[src/rtl/flash_sched_pkg.sv]
// Shared opcodes, FSM state encoding and command-frame byte selection for spi_flash_sched.
package flash_sched_pkg;

    localparam logic [7:0] OP_WREN = 8'h06;
    localparam logic [7:0] OP_SE   = 8'hD8;
    localparam logic [7:0] OP_PP   = 8'h02;
    localparam logic [7:0] OP_RDSR = 8'h05;

    typedef enum logic [2:0] {
        ST_IDLE,
        ST_WREN,
        ST_GAP1,
        ST_CMD,
        ST_GAP2,
        ST_POLL,
        ST_GAP3
    } state_e;

    // Byte idx of the command frame after the opcode: three address bytes, then data.
    function automatic logic [7:0] cmd_byte(input logic [23:0] addr, input logic [8:0] idx,
                                            input logic [7:0] data);
        case (idx)
            9'd1:    return addr[23:16];
            9'd2:    return addr[15:8];
            9'd3:    return addr[7:0];
            default: return data;
        endcase
    endfunction

endpackage

[src/rtl/spi_byte_shifter.sv]
// SPI mode-0 byte engine: shifts one byte out on mosi and in from miso over 8*CLK_DIV cycles.
// byte_done_o is high during the last cycle of the byte so the next byte can load seamlessly.
module spi_byte_shifter #(
    parameter int CLK_DIV = 4
) (
    input  logic       clk_i,
    input  logic       rst_i,
    input  logic       load_i,
    input  logic [7:0] data_i,
    input  logic       miso_i,
    output logic       sck_o,
    output logic       mosi_o,
    output logic       byte_done_o,
    output logic [7:0] rx_byte_o
);

    localparam int HALF = CLK_DIV / 2;
    localparam int DW   = (CLK_DIV > 2) ? $clog2(CLK_DIV) : 1;

    logic          active_q;
    logic [DW-1:0] div_q;
    logic [2:0]    bit_q;
    logic [7:0]    tx_q;
    logic [7:0]    rx_q;
    logic          sck_q;
    logic          last_tick;

    assign last_tick   = active_q && (div_q == DW'(CLK_DIV - 1));
    assign byte_done_o = last_tick && (bit_q == 3'd7);
    assign sck_o       = sck_q;
    assign mosi_o      = active_q & tx_q[7];
    assign rx_byte_o   = rx_q;

    always_ff @(posedge clk_i) begin
        if (rst_i) begin
            active_q <= 1'b0;
            div_q    <= '0;
            bit_q    <= '0;
            tx_q     <= '0;
            rx_q     <= '0;
            sck_q    <= 1'b0;
        end else if (load_i) begin
            active_q <= 1'b1;
            div_q    <= '0;
            bit_q    <= '0;
            tx_q     <= data_i;
            sck_q    <= 1'b0;
        end else if (active_q) begin
            if (last_tick) begin
                div_q <= '0;
                sck_q <= 1'b0;
                tx_q  <= {tx_q[6:0], 1'b0};
                bit_q <= bit_q + 3'd1;
                if (bit_q == 3'd7) active_q <= 1'b0;
            end else begin
                div_q <= div_q + DW'(1);
                // miso is captured on the same edge that raises sck
                if (div_q == DW'(HALF - 1)) begin
                    sck_q <= 1'b1;
                    rx_q  <= {rx_q[6:0], miso_i};
                end
            end
        end
    end

endmodule

[src/rtl/spi_flash_sched.sv]
// Round-robin scheduler for sector erase / page program on one M25P16 SPI bus.
// Optional poll timeout: define FLASH_SCHED_TIMEOUT_EN to enable POLL_MAX status-byte limit and err.
module spi_flash_sched
    import flash_sched_pkg::*;
#(
    parameter int CLK_DIV  = 4,
    parameter int CS_GAP   = 8,
    parameter int POLL_MAX = 65535
) (
    input  logic        sys_clk,
    input  logic        sys_rst,
    input  logic        se_req,
    input  logic [23:0] se_addr,
    output logic        se_ack,
    input  logic        pp_req,
    input  logic [23:0] pp_addr,
    input  logic [7:0]  pp_len,
    output logic        pp_ack,
    input  logic [7:0]  wr_data,
    output logic        wr_data_rd,
    output logic        done,
    output logic        err,
    output logic        busy,
    output logic        sck,
    output logic        cs_n,
    output logic        mosi,
    input  logic        miso
);

    localparam int GW = $clog2(CS_GAP + 1);

    if (CLK_DIV < 2 || (CLK_DIV % 2) != 0 || CS_GAP < 1 || POLL_MAX < 1) begin : g_bad_cfg
        $error("spi_flash_sched: illegal CLK_DIV/CS_GAP/POLL_MAX");
    end

    state_e        state_q;
    logic          prio_pp_q;
    logic          is_pp_q;
    logic [23:0]   addr_q;
    logic [8:0]    len_q;
    logic [8:0]    byte_q;
    logic [GW-1:0] gap_q;
    logic          se_ack_q, pp_ack_q, done_q, rd_q, busy_q, cs_n_q;

    logic          grant_se, grant_pp, gap_end, cmd_more, poll_more, poll_to;
    logic [8:0]    nxt;
    logic          load, byte_done;
    logic [7:0]    tx_byte, rx_byte;
    logic          unused_rx;

    assign grant_se  = se_req && (!pp_req || !prio_pp_q);
    assign grant_pp  = pp_req && !grant_se;
    assign gap_end   = (gap_q == GW'(CS_GAP - 1));
    assign nxt       = byte_q + 9'd1;
    assign cmd_more  = nxt < (is_pp_q ? 9'd4 + len_q : 9'd4);
    // byte_q==0 means the RDSR opcode just finished, so a status byte always follows
    assign poll_more = (byte_q == 9'd0) || (rx_byte[0] && !poll_to);
    assign unused_rx = ^rx_byte[7:1];

    always_comb begin
        load    = 1'b0;
        tx_byte = 8'h00;
        case (state_q)
            ST_IDLE: if (grant_se || grant_pp) begin
                load    = 1'b1;
                tx_byte = OP_WREN;
            end
            ST_GAP1: if (gap_end) begin
                load    = 1'b1;
                tx_byte = is_pp_q ? OP_PP : OP_SE;
            end
            ST_CMD: if (byte_done && cmd_more) begin
                load    = 1'b1;
                tx_byte = cmd_byte(addr_q, nxt, wr_data);
            end
            ST_GAP2: if (gap_end) begin
                load    = 1'b1;
                tx_byte = OP_RDSR;
            end
            ST_POLL: if (byte_done && poll_more) begin
                load    = 1'b1;
                tx_byte = 8'h00;
            end
            default: ;
        endcase
    end

    always_ff @(posedge sys_clk) begin
        if (sys_rst) begin
            state_q   <= ST_IDLE;
            prio_pp_q <= 1'b0;
            is_pp_q   <= 1'b0;
            addr_q    <= '0;
            len_q     <= '0;
            byte_q    <= '0;
            gap_q     <= '0;
            se_ack_q  <= 1'b0;
            pp_ack_q  <= 1'b0;
            done_q    <= 1'b0;
            rd_q      <= 1'b0;
            busy_q    <= 1'b0;
            cs_n_q    <= 1'b1;
        end else begin
            se_ack_q <= 1'b0;
            pp_ack_q <= 1'b0;
            done_q   <= 1'b0;
            rd_q     <= 1'b0;
            case (state_q)
                ST_IDLE: if (grant_se || grant_pp) begin
                    state_q   <= ST_WREN;
                    busy_q    <= 1'b1;
                    cs_n_q    <= 1'b0;
                    se_ack_q  <= grant_se;
                    pp_ack_q  <= grant_pp;
                    is_pp_q   <= grant_pp;
                    prio_pp_q <= grant_se;
                    addr_q    <= grant_pp ? pp_addr : se_addr;
                    len_q     <= (pp_len == 8'd0) ? 9'd256 : {1'b0, pp_len};
                end
                ST_WREN: if (byte_done) begin
                    state_q <= ST_GAP1;
                    cs_n_q  <= 1'b1;
                    gap_q   <= '0;
                end
                ST_GAP1: if (gap_end) begin
                    state_q <= ST_CMD;
                    cs_n_q  <= 1'b0;
                    byte_q  <= '0;
                end else begin
                    gap_q <= gap_q + GW'(1);
                end
                ST_CMD: if (byte_done) begin
                    if (cmd_more) begin
                        byte_q <= nxt;
                        rd_q   <= (nxt >= 9'd4);
                    end else begin
                        state_q <= ST_GAP2;
                        cs_n_q  <= 1'b1;
                        gap_q   <= '0;
                    end
                end
                ST_GAP2: if (gap_end) begin
                    state_q <= ST_POLL;
                    cs_n_q  <= 1'b0;
                    byte_q  <= '0;
                end else begin
                    gap_q <= gap_q + GW'(1);
                end
                ST_POLL: if (byte_done) begin
                    if (poll_more) begin
                        byte_q <= 9'd1;
                    end else begin
                        state_q <= ST_GAP3;
                        cs_n_q  <= 1'b1;
                        done_q  <= 1'b1;
                        gap_q   <= '0;
                    end
                end
                ST_GAP3: if (gap_end) begin
                    state_q <= ST_IDLE;
                    busy_q  <= 1'b0;
                end else begin
                    gap_q <= gap_q + GW'(1);
                end
                default: state_q <= ST_IDLE;
            endcase
        end
    end

`ifdef FLASH_SCHED_TIMEOUT_EN
    localparam int PW = $clog2(POLL_MAX + 1);

    logic [PW-1:0] poll_q;
    logic          err_q;

    assign poll_to = (byte_q != 9'd0) && rx_byte[0] && (poll_q == PW'(POLL_MAX - 1));
    assign err     = err_q;

    // poll_q counts status bytes already read within the current POLL frame
    always_ff @(posedge sys_clk) begin
        if (sys_rst) begin
            poll_q <= '0;
            err_q  <= 1'b0;
        end else begin
            err_q <= 1'b0;
            if (state_q != ST_POLL) begin
                poll_q <= '0;
            end else if (byte_done && byte_q != 9'd0) begin
                poll_q <= poll_q + PW'(1);
                err_q  <= poll_to;
            end
        end
    end
`else
    assign poll_to = 1'b0;
    assign err     = 1'b0;
`endif

    spi_byte_shifter #(.CLK_DIV(CLK_DIV)) u_shift (
        .clk_i      (sys_clk),
        .rst_i      (sys_rst),
        .load_i     (load),
        .data_i     (tx_byte),
        .miso_i     (miso),
        .sck_o      (sck),
        .mosi_o     (mosi),
        .byte_done_o(byte_done),
        .rx_byte_o  (rx_byte)
    );

    assign se_ack     = se_ack_q;
    assign pp_ack     = pp_ack_q;
    assign done       = done_q;
    assign wr_data_rd = rd_q;
    assign busy       = busy_q;
    assign cs_n       = cs_n_q;

endmodule

[config.mk]
export PLATFORM = sky130hd
export DESIGN_NAME = spi_flash_sched
export DESIGN_NICKNAME = d
export VERILOG_FILES = /design/src/rtl/flash_sched_pkg.sv /design/src/rtl/spi_byte_shifter.sv /design/src/rtl/spi_flash_sched.sv
export SDC_FILE = /design/constraint.sdc
export NUM_CORES = 1
export LEC_CHECK = 0
export BUFFER_PORTS_ARGS = -buffer_cell sky130_fd_sc_hd__buf_2
export CORE_ASPECT_RATIO = 1.4
export CORE_MARGIN = 1
export CORE_UTILIZATION = 32
export DETAILED_ROUTE_END_ITERATION = 8
export PLACE_DENSITY_LB_ADDON = 0.3
export SLEW_MARGIN = 20
export SYNTH_ARGS = -nofsm -noshare
export SYNTH_HDL_FRONTEND = slang
export SYNTH_SLANG_ARGS = --single-unit
[constraint.sdc]
create_clock -name sys_clk -period 3.2 [get_ports sys_clk]
set_clock_uncertainty 0.15 [all_clocks]
set_input_delay 0.16 -clock sys_clk [delete_from_list [all_inputs] [get_ports sys_clk]]
set_output_delay 0.16 -clock sys_clk [all_outputs]
set_load 0.01 [all_outputs]
Word level (Yosys, flattened, before mapping)
Cells that the tools add are included.
Widths: inputs -> output; s select.

word-level totals
  register bits = 73
  latch bits = 0
  memory bits (writable) = 0
  bits in read-only memories = 0
  input port bits = 69
  output and inout port bits = 9
  logic and storage cells = 158
  memories = 0

operators by class
  $add $sub $neg = 5
  $mul = 0
  div/mod/pow operators = 0
  $lt $le $gt $ge = 2
  equality and inequality tests = 26
  shifts and indexed selects = 0
  muxes and demuxes = 59
  bitwise logic cells = 9
  reductions and logical operators = 38

operators by type and width
  operator             number
  $mux 9               7
  $mux 8               6
  $mux 3               11
  $pmux 8 s4           1
  $pmux 9 s3           1
  $mux 24              1
  $mux 4               6
  $ne 2x2->1 const B   12
  $pmux 8 s3           1
  $pmux 3 s7           1
  $mux 1               19
  $eq 9x2->1 const B   2
  $pmux 4 s4           1
  $eq 3x3->1 const B   4
  $add 3x9->9 const A  1
  $add 9x1->9 const B  1
  $eq 9x1->1 const B   1
  $ge 9x3->1 const B   1
  $logic_not 9->1      1
  $lt 9x9->1           1
  $reduce_and 9->1     1
  $reduce_or 3->1      3
  $logic_not 8->1      1
  $not 1->1            8
  30 further kinds     47

Logic depth before layout (Yosys ltp)
  depth in word-level cells = 10
  gate-level depth with buffers = 11
  depth with buffers taken out = 10

Hierarchy
Synthesis repeated with hierarchy kept, for this count alone.

second synthesis, totals
  cells, all modules = 542
  area total of the unflattened synthesis = 4488.1 sq um

by module, submodules not included
  module            times used  cells an instance  area an instance (sq um)  sequential area each (sq um)
  spi_flash_sched   1           433                3463.3                    1141.1
  spi_byte_shifter  1           109                1024.7                    460.4

Worst setup path before layout
No wires, ideal clock.

  path type = register to register
  start point = reg byte_q[2]
  end point = reg u_shift.tx_q[1]
  setup time = 0.088 ns
  data arrival time = 2.705 ns
  data required time = 2.962 ns
  setup slack = 0.256 ns
  stages on the path, launching flop included = 12
  buffers on the path = 1
  period minus slack after synthesis = 2.944 ns
  cell sequence = dfxtp_1 buf_2 nand3_2 o21a_1 or2_2 ha_1 a21o_1 a41oi_1 nand4_2 a311oi_4 nand2_1 a311oi_2

between the ends
  longest elaborated chain between the ends = 7
  elaborated cells between the ends (all ways) = 19
  those cells by class = add/sub (1); order compare (1); eq/ne (3); mux (7); reduce/logical (7)

ends and longest elaborated chain
  element                                                RTL line                                      text
  start: declaration                                     spi_flash_sched.sv:41                         logic [8:0] byte_q;
  start signal: assignment                               spi_flash_sched.sv:134                        byte_q <= nxt;
  $add 9x1->9 / $logic_not 9->1 (equally long branches)  spi_flash_sched.sv:54, spi_flash_sched.sv:57
  $lt 9x9->1 / $logic_or 1x1->1 (equally long branches)  spi_flash_sched.sv:55, spi_flash_sched.sv:57
  $logic_and 1x1->1 (on tied branches)                   spi_flash_sched.sv:72, spi_flash_sched.sv:80
  $mux 1 (on tied branches)                              spi_flash_sched.sv:72, spi_flash_sched.sv:80
  $pmux 1 s4                                             spi_flash_sched.sv:63                         case (state_q)
  $reduce_bool 2->1 (no source line)                     -
  $reduce_and 2->1 (no source line)                      -
  end signal: assignment                                 spi_byte_shifter.sv:46                        tx_q <= data_i;
  end signal: assignment                                 spi_byte_shifter.sv:52                        tx_q <= {tx_q[6:0], 1'b0};
  end: declaration                                       spi_byte_shifter.sv:23                        logic [7:0] tx_q;

Several ways; a longest one is shown, not always the timed one.
A chain may end at the register's enable or synchronous reset.

Worst setup path in the final report
  start point = reg byte_q[1]
  end point = reg u_shift.tx_q[1]

The elaborated chain is that of the path after synthesis.

==> flow_metrics.env <==
export IMPL_drt_wl_total_um=11500
export IMPL_cts_root_buffer="clkbuf_16"
export IMPL_critPathMaxFanout=7
export IMPL_fmax_mhz=331
export IMPL_placementRows=48
export IMPL_setup_slack_ns=0.182
export IMPL_synthesis_nets=571
export IMPL_cp_end_kind="flop"
export IMPL_ys_types=66
export IMPL_vdd_drop_max_mv=0.286
export IMPL_p_per_area_nw_per_um2=539
export IMPL_maxCapViolations=0
export IMPL_ctsHtreeMaxLevel=3
export IMPL_routedWlPerCell_um=15.9
export IMPL_syn_inst=487
export IMPL_grt_pass1_vias=3869
export IMPL_place_worst_setup_slack_ns=0.0237
export IMPL_hold_worst_slack_ns=0.000705
export IMPL_gp_congestion=0.917
export IMPL_yosysMostFrequentCell="dfxtp_1"
export IMPL_syn_cell_area_sq_um=4100
export IMPL_fp_dieH_um=136
export IMPL_num_fill_cells=1239
export IMPL_num_antenna_cells=0
export IMPL_clk_pin_slew_ns=0.06
export IMPL_netlist_area_leader_share_pct=35.6
export IMPL_instances_no_fill=722
export IMPL_drt_iter0_markers=281
export IMPL_tns_ns=0
export IMPL_yosys_warnings=0
export IMPL_rsz0062_at_grt="no"
export IMPL_dp_hpwl_um=8540
export IMPL_initial_core_util_pct=33.0
export IMPL_critPathArrivalTime_ns=3.12
export IMPL_grt_max_degree=61
export IMPL_synth_common_cells="dfxtp_1, nand2_1, nor2_1"
export IMPL_dpl_cell_count=693
export IMPL_min_period_ns=3.02
export IMPL_ant_nets=0
export IMPL_io_buffers=76
export IMPL_dpl_instance_area_sq_um=4660
export IMPL_syn_area_per_cell_sq_um=8.43
export IMPL_hold_class="primary input to flop"
export IMPL_rrSetupSlack_ns=0.18
export IMPL_cts_buffers=9
export IMPL_dr_pass1_iters=8
export IMPL_ios=78
export IMPL_finalPower_mw=2.78
export IMPL_fp_dieW_um=97.7
export IMPL_stdcell_area_sq_um=5150
export IMPL_violations="DRC"
export IMPL_dieArea_sq_um=13300
export IMPL_maxSlewViolCount=0
export IMPL_synth_top_area_cell="dfxtp_1"
export IMPL_drc=4
export IMPL_ys_seq_area_share_pct=35.6
export IMPL_ys_ff_latch=73
export IMPL_clock_sinks=73
export IMPL_clockBufferDepth=2
export IMPL_setup_viol=0
export IMPL_synth_area_leaders="dfxtp_1, mux2i_1, a211oi_1"
export IMPL_async_flop_share_pct=0
export IMPL_worstSetupPathType="flop to flop"
export IMPL_p_leak_nw=2.12
export IMPL_outcome="finished with violations"
export IMPL_antenna_found_initial=0
export IMPL_start_kind="flop"
export IMPL_cts_tree="built"
export IMPL_clkLatencyLatePin_ns=0.34
export IMPL_hold_viol_final=0
export IMPL_core_area_sq_um=12400
export IMPL_synth_edf_count=0
export IMPL_drive_gt1_share_pct=24.1
export IMPL_required_ns=3.30
export IMPL_syn_to_final_growth_pct=25.5
export IMPL_worst_pin_slew_ns=1.05
export IMPL_grt_util_all_layers_pct=17.9
export IMPL_vias=3983
export IMPL_utilization_pct=41.4
export IMPL_fin_crit_sh_pct=94.3
export IMPL_grt_pass1_wl_um=18700
export IMPL_max_slew_margin_pct=29.5
export IMPL_ys_flop_type="dfxtp_1"
export IMPL_nets=651
export IMPL_grt_overflow=0
export IMPL_avgViaCountPerCell=5.52
==> sequential cells by signal, summed over array words and instances (netlist names), 2 cells and up <==
name,count
len_q,9
addr_q,24
u_shift.tx_q,8
byte_q,9
u_shift.div_q,2
u_shift.bit_q,3
gap_q,4
state_q,3
==> worst max-delay path, stage by stage, from the launching register on <==
cell	delay, ns
dfxtp_1	0.40
ha_1	0.26
nand3_1	0.12
o21a_1	0.19
or2_2	0.32
ha_1	0.22
or3_1	0.49
a311oi_4	0.27
buf_4	0.20
nand2_1	0.07
a311oi_2	0.24
==> final cells by class <==
class | count | area (sq um) | area share [%]
clock buffers | 10 | 229 | 4.45
clock inverters | 6 | 115 | 2.24
inverters | 10 | 37.5 | 0.729
multi-input cells | 369 | 2500 | 48.6
flip-flops and latches | 73 | 1460 | 28.4
well taps | 150 | 188 | 3.65
repair buffers | 104 | 616 | 12.0
==> logic make-up (layout without fill, tap and decap cells) <==
kind of cell	after synthesis	after routing	synth area share (%)
compound gates	147	147	26.5
xor+xnor	10	10	2.13
fa+ha+maj	15	15	4.57
buf+inv	45	130	4.27
flops	73	73	35.6
mux	30	30	7.35
other cells	1	1	0.0914
simple gates	166	166	19.5
==> metal layers <==
layer  vias to the layer above  share of wire (%)  global-route usage [%]  wire length (um)
met2                       123                 51                    32.1              5860
met4                         0                3.6                    10.3               416
met5                         -                  0                       0                 0
met3                        23                4.3                    3.91               499
met1                      1852                 41                    19.4              4710
li1                       1985                  -                       -                 -
==> placed cells by master, fill, tap and decap left out, types with 6 or more instances in the layout <==
cell	count
buf_2	76
dfxtp_1	72
nand2_1	51
nor2_1	48
a211oi_1	31
mux2i_1	29
a21oi_1	26
o21ai_0	18
buf_4	18
nand3_1	15
ha_1	15
nor3_1	12
o2bb2ai_1	10
dlygate4sd3_1	10
clkbuf_16	9
inv_1	8
a222oi_1	8
nor4_1	7
xnor2_1	6
o31ai_1	6
o21ai_1	6
==> worst paths after layout <==
| path | startpoint | to | cells after the start |
|---|---|---|---|
| min reg2reg | len_q[1]$_SDFFE_PP0P_ | len_q[1]$_SDFFE_PP0P_ | 2 |
| max reg2reg | byte_q[1]$_SDFFE_PP0P_ | u_shift.tx_q[1]$_SDFFE_PP0P_ | 10 |
| max | byte_q[1]$_SDFFE_PP0P_ | u_shift.tx_q[1]$_SDFFE_PP0P_ | 10 |
| min | pp_addr[17] | addr_q[17]$_SDFFE_PP0P_ | 3 |
==> power breakdown <==
group / total (mW) / internal (mW) / switching, mW
combinational: 0.511 / 0.217 / 0.294
sequential: 1.09 / 1.00 / 0.0856
clock: 1.18 / 0.766 / 0.413
total: 2.78 / 1.98 / 0.794
==> repair_timing <==
item	in CTS	in global routing
pin swaps	1	3
gates resized for setup	0	3
setup endpoints to repair	1	22
hold endpoints to repair	11	0
hold buffers	10	0
setup buffers	0	3
Power figures use the tool's default switching activity.
